File: src/rtl/can_id_arbiter_pkg.sv
// can_pkg: shared types and constants for the CAN identifier-field engine.
//   can_state_e   : arbiter FSM state encoding (also used on the debug port)
//   CAN_BASE_W    : base identifier width of a CAN 2.0A identifier
//   CAN_EXT_W     : extension identifier width of a CAN 2.0B identifier
//   CAN_DOMINANT  : bus level 0
//   CAN_RECESSIVE : bus level 1
//   std_len()     : bit count of a standard arbitration field (base, RTR, IDE)
//   ext_len()     : bit count of an extended arbitration field
//                   (base, SRR, IDE, ext, RTR)
package can_pkg;

  typedef enum logic [1:0] {
    CAN_IDLE  = 2'd0,
    CAN_READY = 2'd1,
    CAN_SHIFT = 2'd2,
    CAN_LOST  = 2'd3
  } can_state_e;

  localparam int   CAN_BASE_W    = 11;
  localparam int   CAN_EXT_W     = 18;
  localparam logic CAN_DOMINANT  = 1'b0;
  localparam logic CAN_RECESSIVE = 1'b1;

  function automatic int std_len(input int base_w);
    return base_w + 2;
  endfunction

  function automatic int ext_len(input int base_w, input int ext_w);
    return base_w + ext_w + 3;
  endfunction

endpackage

File: src/rtl/can_id_arbiter_if.sv
// can_id_arbiter_if: bus between the frame maker and the identifier-field
// engine.
//   master modport (frame maker / bench): drives sp, load, idf, idf_ex, ide,
//     rtr, start, rx_bit; observes tx_bit, busy, done, arb_lost, idtfr and
//     state_dbg.
//   slave modport (can_id_arbiter): the reverse.
// Handshake: load is sampled only while the engine is idle and start only
// while it is ready; both are single-clk level strobes with no ready return,
// busy tells the master when a new load would be ignored. sp is a one-clk
// strobe marking the sample point; rx_bit is valid in the same clk as sp.
interface can_id_arbiter_if #(
  parameter int BASE_W = 11,
  parameter int EXT_W  = 18
);
  logic                      sp;
  logic                      load;
  logic [BASE_W-1:0]         idf;
  logic [EXT_W-1:0]          idf_ex;
  logic                      ide;
  logic                      rtr;
  logic                      start;
  logic                      rx_bit;
  logic                      tx_bit;
  logic                      busy;
  logic                      done;
  logic                      arb_lost;
  logic [BASE_W+EXT_W-1:0]   idtfr;
  logic [1:0]                state_dbg;

  modport master (
    output sp, load, idf, idf_ex, ide, rtr, start, rx_bit,
    input  tx_bit, busy, done, arb_lost, idtfr, state_dbg
  );

  modport slave (
    input  sp, load, idf, idf_ex, ide, rtr, start, rx_bit,
    output tx_bit, busy, done, arb_lost, idtfr, state_dbg
  );
endinterface

File: src/rtl/can_id_arbiter_rx_capture.sv
// can_id_rx_capture: receive side of the identifier field.
// Collects the bus bits sampled at each sp into a base and an extension shift
// register, remembers the received IDE bit, and publishes the identifier on
// idtfr at the end of the field. When the received IDE is dominant the upper
// (extension) part of idtfr is written with zeros.
// Ports:
//   clk, reset : system clock, synchronous active-high reset
//   cap        : capture rx_bit this clk (sp while a field is in progress)
//   fin        : this capture is the last bit of the field
//   idx        : position of the captured bit within the arbitration field
//   rx_bit     : sampled bus level
//   rx_ide     : received IDE bit (valid once index BASE_W+1 was captured)
//   idtfr      : {ext, base} of the last completed field
module can_id_rx_capture #(
  parameter int BASE_W = 11,
  parameter int EXT_W  = 18,
  parameter int CNT_W  = 6
) (
  input  logic                    clk,
  input  logic                    reset,
  input  logic                    cap,
  input  logic                    fin,
  input  logic [CNT_W-1:0]        idx,
  input  logic                    rx_bit,
  output logic                    rx_ide,
  output logic [BASE_W+EXT_W-1:0] idtfr
);

  // Field positions: base occupies [0, BASE_W-1], then SRR/RTR, then IDE,
  // then the extension, then the extended-frame RTR.
  localparam logic [CNT_W-1:0] IDX_SRR  = CNT_W'(BASE_W);
  localparam logic [CNT_W-1:0] IDX_IDE  = CNT_W'(BASE_W + 1);
  localparam logic [CNT_W-1:0] IDX_EXT0 = CNT_W'(BASE_W + 2);
  localparam logic [CNT_W-1:0] IDX_EXTN = CNT_W'(BASE_W + EXT_W + 1);

  logic [BASE_W-1:0] base_sr;
  logic [EXT_W-1:0]  ext_sr;
  logic              ide_now;

  // A standard field ends on its IDE bit, so the IDE value deciding the
  // zero-fill may be the bit being captured right now.
  always_comb begin
    ide_now = (idx == IDX_IDE) ? rx_bit : rx_ide;
  end

  always_ff @(posedge clk) begin
    if (reset) begin
      base_sr <= '0;
      ext_sr  <= '0;
      rx_ide  <= 1'b0;
      idtfr   <= '0;
    end else if (cap) begin
      if (idx < IDX_SRR) begin
        base_sr <= {base_sr[BASE_W-2:0], rx_bit};
      end
      if (idx == IDX_IDE) begin
        rx_ide <= rx_bit;
      end
      if ((idx >= IDX_EXT0) && (idx <= IDX_EXTN)) begin
        ext_sr <= {ext_sr[EXT_W-2:0], rx_bit};
      end
      // The final bit is never a base or extension bit, so both shift
      // registers are already complete here.
      if (fin) begin
        idtfr <= ide_now ? {ext_sr, base_sr} : {{EXT_W{1'b0}}, base_sr};
      end
    end
  end

endmodule

File: src/rtl/can_id_arbiter.sv
// can_id_arbiter: identifier-field engine of the CAN frame maker.
// Latches a pending base/extended identifier, serialises the arbitration
// field MSB-first (one bit per sp), watches the bus for arbitration loss and
// rebuilds the identifier seen on the bus.
// Build option: define CAN_ID_ARB_LOSS_EN to enable loss detection and the
// LOST state. Without it the block never backs off (single-node loopback):
// arb_lost stays 0 and every started field ends with done.
// Ports:
//   clk, reset     : system clock, synchronous active-high reset
//   bus (slave)    : sp, load, idf, idf_ex, ide, rtr, start, rx_bit in;
//                    tx_bit, busy, done, arb_lost, idtfr, state_dbg out
module can_id_arbiter
  import can_pkg::*;
#(
  parameter int BASE_W = CAN_BASE_W,
  parameter int EXT_W  = CAN_EXT_W,
  parameter int CNT_W  = 6
) (
  input  logic            clk,
  input  logic            reset,
  can_id_arbiter_if.slave bus
);

  localparam int TX_W = ext_len(BASE_W, EXT_W);
  localparam logic [CNT_W-1:0] STD_LAST = CNT_W'(std_len(BASE_W) - 1);
  localparam logic [CNT_W-1:0] EXT_LAST = CNT_W'(ext_len(BASE_W, EXT_W) - 1);

  localparam logic [1:0] S_IDLE  = CAN_IDLE;
  localparam logic [1:0] S_READY = CAN_READY;
  localparam logic [1:0] S_SHIFT = CAN_SHIFT;
  localparam logic [1:0] S_LOST  = CAN_LOST;

  logic [1:0]       state;
  logic [TX_W-1:0]  tx_sr;     // remaining bits, next one at the MSB
  logic [CNT_W-1:0] last_q;    // index of the final bit of our own field
  logic [CNT_W-1:0] cnt;       // index of the bit currently on the bus
  logic             tx_q;
  logic             done_q;
  logic             lost_q;

  logic [TX_W-1:0]  std_img;
  logic [TX_W-1:0]  ext_img;
  logic             loss;
  logic             tx_last;
  logic             rx_last;
  logic             cap;
  logic             fin;
  logic             rx_ide;

  // Left-aligned transmit images; the unused tail of a standard field is
  // never shifted out.
  always_comb begin
    std_img = {bus.idf, bus.rtr, CAN_DOMINANT, {(EXT_W + 1){1'b0}}};
    ext_img = {bus.idf, CAN_RECESSIVE, CAN_RECESSIVE, bus.idf_ex, bus.rtr};
  end

  always_comb begin
`ifdef CAN_ID_ARB_LOSS_EN
    // Recessive sent, dominant seen. The IDE bit of a standard field lies
    // outside the window (it is sent dominant anyway).
    loss = ((last_q == EXT_LAST) || (cnt != STD_LAST)) &&
           (tx_q == CAN_RECESSIVE) && (bus.rx_bit == CAN_DOMINANT);
`else
    loss = 1'b0;
`endif
    tx_last = (cnt == last_q);
    // End of the field as seen on the bus: a dominant IDE ends a standard
    // field, a recessive IDE captured earlier means the extended length.
    rx_last = ((cnt == STD_LAST) && (bus.rx_bit == CAN_DOMINANT)) ||
              ((cnt == EXT_LAST) && rx_ide);
    cap = bus.sp && ((state == S_SHIFT) || (state == S_LOST));
    fin = 1'b0;
    if (cap) begin
      fin = (state == S_SHIFT) ? (loss ? rx_last : tx_last) : rx_last;
    end
  end

  always_ff @(posedge clk) begin
    if (reset) begin
      state  <= S_IDLE;
      tx_sr  <= '0;
      last_q <= '0;
      cnt    <= '0;
      tx_q   <= CAN_RECESSIVE;
      done_q <= 1'b0;
      lost_q <= 1'b0;
    end else begin
      done_q <= 1'b0;
      lost_q <= 1'b0;
      case (state)
        S_IDLE: begin
          if (bus.load) begin
            tx_sr  <= bus.ide ? ext_img : std_img;
            last_q <= bus.ide ? EXT_LAST : STD_LAST;
            state  <= S_READY;
          end
        end
        S_READY: begin
          // start outranks a coincident sp: bit 0 gets a full sp period.
          if (bus.start) begin
            tx_q  <= tx_sr[TX_W-1];
            tx_sr <= tx_sr << 1;
            cnt   <= '0;
            state <= S_SHIFT;
          end
        end
        S_SHIFT: begin
          if (bus.sp) begin
            if (loss) begin
              lost_q <= 1'b1;
              tx_q   <= CAN_RECESSIVE;
              if (rx_last) begin
                cnt   <= '0;
                state <= S_IDLE;
              end else begin
                cnt   <= cnt + 1'b1;
                state <= S_LOST;
              end
            end else if (tx_last) begin
              done_q <= 1'b1;
              tx_q   <= CAN_RECESSIVE;
              cnt    <= '0;
              state  <= S_IDLE;
            end else begin
              tx_q  <= tx_sr[TX_W-1];
              tx_sr <= tx_sr << 1;
              cnt   <= cnt + 1'b1;
            end
          end
        end
        S_LOST: begin
          if (bus.sp) begin
            if (rx_last) begin
              cnt   <= '0;
              state <= S_IDLE;
            end else begin
              cnt <= cnt + 1'b1;
            end
          end
        end
        default: state <= S_IDLE;
      endcase
    end
  end

  can_id_rx_capture #(
    .BASE_W (BASE_W),
    .EXT_W  (EXT_W),
    .CNT_W  (CNT_W)
  ) u_rx_capture (
    .clk    (clk),
    .reset  (reset),
    .cap    (cap),
    .fin    (fin),
    .idx    (cnt),
    .rx_bit (bus.rx_bit),
    .rx_ide (rx_ide),
    .idtfr  (bus.idtfr)
  );

  assign bus.tx_bit    = tx_q;
  assign bus.busy      = (state != S_IDLE);
  assign bus.done      = done_q;
  assign bus.arb_lost  = lost_q;
  assign bus.state_dbg = state;

endmodule

File: src/flat_wrapper.sv
// flat-port wrapper written by rule: the top's interface ports become plain ports
module can_id_arbiter_flat import can_pkg::*;
#(
  parameter int BASE_W = CAN_BASE_W,
  parameter int EXT_W  = CAN_EXT_W,
  parameter int CNT_W  = 6
)
  (clk, reset, bus_sp, bus_load, bus_idf, bus_idf_ex, bus_ide, bus_rtr, bus_start, bus_rx_bit, bus_tx_bit, bus_busy, bus_done, bus_arb_lost, bus_idtfr, bus_state_dbg);
  can_id_arbiter_if #(.BASE_W(BASE_W), .EXT_W(EXT_W)) bus_i ();
  input  logic clk;
  input  logic reset;
  input wire logic [$bits(bus_i.sp)-1:0] bus_sp;
  input wire logic [$bits(bus_i.load)-1:0] bus_load;
  input wire logic [$bits(bus_i.idf)-1:0] bus_idf;
  input wire logic [$bits(bus_i.idf_ex)-1:0] bus_idf_ex;
  input wire logic [$bits(bus_i.ide)-1:0] bus_ide;
  input wire logic [$bits(bus_i.rtr)-1:0] bus_rtr;
  input wire logic [$bits(bus_i.start)-1:0] bus_start;
  input wire logic [$bits(bus_i.rx_bit)-1:0] bus_rx_bit;
  output wire logic [$bits(bus_i.tx_bit)-1:0] bus_tx_bit;
  output wire logic [$bits(bus_i.busy)-1:0] bus_busy;
  output wire logic [$bits(bus_i.done)-1:0] bus_done;
  output wire logic [$bits(bus_i.arb_lost)-1:0] bus_arb_lost;
  output wire logic [$bits(bus_i.idtfr)-1:0] bus_idtfr;
  output wire logic [$bits(bus_i.state_dbg)-1:0] bus_state_dbg;
  assign bus_i.sp = bus_sp;
  assign bus_i.load = bus_load;
  assign bus_i.idf = bus_idf;
  assign bus_i.idf_ex = bus_idf_ex;
  assign bus_i.ide = bus_ide;
  assign bus_i.rtr = bus_rtr;
  assign bus_i.start = bus_start;
  assign bus_i.rx_bit = bus_rx_bit;
  assign bus_tx_bit = bus_i.tx_bit;
  assign bus_busy = bus_i.busy;
  assign bus_done = bus_i.done;
  assign bus_arb_lost = bus_i.arb_lost;
  assign bus_idtfr = bus_i.idtfr;
  assign bus_state_dbg = bus_i.state_dbg;
  can_id_arbiter #(.BASE_W(BASE_W), .EXT_W(EXT_W), .CNT_W(CNT_W)) u_core (.clk(clk), .reset(reset), .bus(bus_i));
endmodule
File: config.mk
export PLATFORM = sky130hd
export DESIGN_NAME = can_id_arbiter_flat
export DESIGN_NICKNAME = d
export VERILOG_FILES = /design/src/rtl/can_id_arbiter_pkg.sv /design/src/rtl/can_id_arbiter_if.sv /design/src/rtl/can_id_arbiter_rx_capture.sv /design/src/rtl/can_id_arbiter.sv /design/src/flat_wrapper.sv
export SDC_FILE = /design/constraint.sdc
export NUM_CORES = 1
export LEC_CHECK = 0
export CAP_MARGIN = 25
export CORE_UTILIZATION = 35
export DETAILED_ROUTE_END_ITERATION = 10
export DONT_BUFFER_PORTS = 1
export GPL_TIMING_DRIVEN = 0
export PLACE_DENSITY = 0.59
export SETUP_SLACK_MARGIN = 0.2
export SLEW_MARGIN = 20
export SYNTH_ARGS = -nofsm -noshare
export SYNTH_HDL_FRONTEND = slang
export SYNTH_SLANG_ARGS = --single-unit
File: constraint.sdc
create_clock -name clk -period 5.3 [get_ports clk]
set_input_delay 1.06 -clock clk [delete_from_list [all_inputs] [get_ports clk]]
set_output_delay 1.06 -clock clk [all_outputs]
set_load 0.005 [all_outputs]
==> results by group <==
GRT
  – GRT Total Usage: 16.03%
  – First-pass GRT wire length: 16490 µm
  – Met3 GRT Util: 6.904%
  – Met1 Usage GRT: 18.28%
  – Largest net degree at the start of global routing: 17
  – Vias in the first global route: 3465
  – Grt ovf: 0
  – GR Layer Usage met2: 26.27%
  – GR peak layer: met2
  – Initial antenna violation count: 0

Synthesis
  – Post-Synthesis Cell Area: 4548 µm²
  – Top-area cell type share of the netlist area: 45.34%
  – Syn Inst Count: 489
  – Post-synth cell types: 38
  – Post-synthesis sequential area ratio: 45.34%
  – Flops & latches, synth: 103
  – Number of synthesized flops with an enable pin: 0
  – Ranking of synthesized cells by area: dfxtp_1 (45%), mux2i_1 (16%), nand2b_1 (5.6%)
  – Ys async rst share: 0%
  – Mapped Nets: 536
  – Ys Warns: 0
  – Yosys top cell by area: dfxtp_1
  – Primary FF master, synth: dfxtp_1
  – Synth Area per Inst: 9.301 µm²

Placement
  – Dpl hpwl: 7078 µm
  – Area after DPL: 4763 µm²
  – Port Buffers: 0
  – Placer Congestion: 0.7437
  – Dpl ws: 2244 ps

STA
  – Clock Skews: 7.321 ps
  – Final setup margin: 2437 ps
  – Slew margin rel.: 53.32%
  – Min Clock Period, post-route: 2863 ps
  – Hold slack final: 477.5 ps
  – Tightest Pin Transition: 700.1 ps
  – Unrepaired setup endpoints after global routing: false
  – Endpoints failing setup: 0
  – Setup TNS: 0 ps
  – Final Hold Viols: 0
  – Max Freq: 0.3493 GHz
  – Max Transition Viols Final: 0
  – Period Utilization, post-route: 54.01%

Clock tree
  – CTS max path bufs: 2
  – Clock latency on the worst-skew pair: 350 ps
  – Root Buffer: clkbuf_16
  – CTS tree: done
  – CTS sink count: 103
  – TritonCTS Buffers: 9
  – CTS Hold Buffers Added: 0
  – PostCTS Resize Cnt: 0
  – Number of H-tree levels: 3
  – Clock transition at the registers of the reported paths: 70 ps
  – Postcts setup bufs: 0

Setup path
  – Crit path DAT: 3070 ps
  – CP Capture Type: flip-flop
  – Crit Path Category: reg -> reg
  – Worst r2r src: u_core.bus.state_dbg[0]
  – Worst R2R Path Depth: 9
  – Crit Path Max Fanout: 10
  – FF-to-FF setup slack: 2440 ps
  – Critical path required time: 5510 ps
  – Reg2reg end: u_core.tx_sr[25]
  – CP Capture Point: u_core.tx_sr[25]
  – Crit path launch: u_core.bus.state_dbg[0]
  – Startpoint types: flip-flop

Detailed routing
  – Initial DRC count: 146
  – DRT Pass-1 Iters: 4
  – Vias per Instance: 5.028
  – Avg WL per Cell: 14.59 µm
  – Antenna viol nets, final: 0
  – WL final: 9893 µm
  – Residual DRC: 0
  – Vias: 3409

Floorplanning
  – Die width: 116.0 µm
  – Ports: 72
  – Die height: 116.0 µm
  – Num rows: 41
  – Initial Utilization: 36.04%
  – Full die area: 13450 µm²
  – Area of the core: 12620 µm²

Layout
  – Fin area: 5092 µm²
  – Commonest non-fill, non-tap cells in the layout: dfxtp_1 (103), mux2i_1 (73), nor2_1 (67)
  – Antenna cells: 0
  – FILL cells: 1288
  – Final core occ: 40.35%
  – Commonest non-fill, non-tap cell in the layout: dfxtp_1
  – Layout cells sized above 1: 6.719%
  – Fin nets: 548
  – Area delta synth->final: 11.97%

Worst hold path
  – Worst hold path type: reg -> reg
  – Hold path cells: 2

Flow run
  – MaxCap Viol Count: 0

Power and ir drop
  – Cell Pwr Density: 473.9 nW/µm²
  – Worst IR Drop VDD: 0.2842 mV
  – Leak Pwr: 1.709 nW

Run status
  – Status: finished, final reports clean
[layout make-up]
| class | instances | area (µm²) | area share [%] |
|---|---|---|---|
| plain buffers | 37 | 165.2 | 3.243 |
| clock buffers | 12 | 246.5 | 4.840 |
| clock inverters | 4 | 77.57 | 1.523 |
| inverters | 10 | 37.54 | 0.7371 |
| multi-input cells | 339 | 2283 | 44.84 |
| flip-flops and latches | 103 | 2062 | 40.49 |
| well taps | 172 | 215.2 | 4.226 |
| repair buffers | 1 | 5.005 | 0.09828 |
[Yosys cell counts, drive strengths merged, types with 3 or more instances]
library cell    n
a31oi           4
nor3            9
nand4           3
inv            10
nor2           67
nand2b         41
nand2          37
clkbuf         25
ha             10
mux2i          73
o21ai           6
nand4b          3
nand3           9
a22oi          18
a21oi          10
a211oi         32
buf            12
dfxtp         103
[flip-flops by register name, summed over array words and instances, names as in the netlist]
name,flops
u_core.bus.done,1
u_core.bus.state_dbg,2
u_core.bus.tx_bit,1
u_core.cnt,6
u_core.last_q,2
u_core.tx_sr,32
u_core.u_rx_capture.base_sr,11
u_core.u_rx_capture.ext_sr,18
u_core.u_rx_capture.idtfr,29
u_core.u_rx_capture.rx_ide,1
[kinds of logic after synthesis]
family	Yosys count	share of synthesized area, %
simple gates	180	19.09
flops	103	45.34
fa+ha+maj	10	2.751
mux	73	16.07
compound gates	75	12.21
buf+inv	47	4.457
other cells	1	0.08245
[report_power, final]
group          total, mW  switching (mW)  internal (mW)  leakage [nW]
Sequential         0.990          0.0828          0.907         0.838
Combinational      0.706           0.431          0.276         0.714
Clock              0.717           0.287          0.430         0.157
[worst min path at each step]
stage / start / endpoint / slack [ps]
floorplan: u_core.u_rx_capture.ext_sr[17] / u_core.u_rx_capture.idtfr[28] / 440
global placement: u_core.u_rx_capture.ext_sr[0] / u_core.u_rx_capture.idtfr[11] / 460
detailed placement: u_core.u_rx_capture.ext_sr[0] / u_core.u_rx_capture.idtfr[11] / 470
CTS: u_core.u_rx_capture.ext_sr[0] / u_core.u_rx_capture.idtfr[11] / 480
global route: u_core.u_rx_capture.ext_sr[0] / u_core.u_rx_capture.idtfr[11] / 500
finish: u_core.u_rx_capture.ext_sr[0] / u_core.u_rx_capture.idtfr[11] / 480
[critical path, cell delays in order, from the launching register on]
cell and delay [ps]:
dfxtp_1 500, inv_1 140, ha_1 220, clkbuf_1 200, inv_1 160, o221ai_1 180
a211oi_1 580, clkbuf_2 260, clkbuf_1 370, a211oi_1 140
[per-stage QoR]
stage / power [mW] / cells
2_1_floorplan: 1.551 / 489
3_3_place_gp: 1.687 / 661
3_5_place_dp: 1.716 / 661
4_1_cts: 2.435 / 677
5_1_grt: 2.583 / 678
6_report: 2.413 / 678
[layer usage]
layer,up-vias,share of wire [%]
met5,-,0
met4,0,1.9
met3,15,8.8
met2,88,46
met1,1590,43
li1,1716,-
No activity file was read; power rests on OpenSTA's default activity.
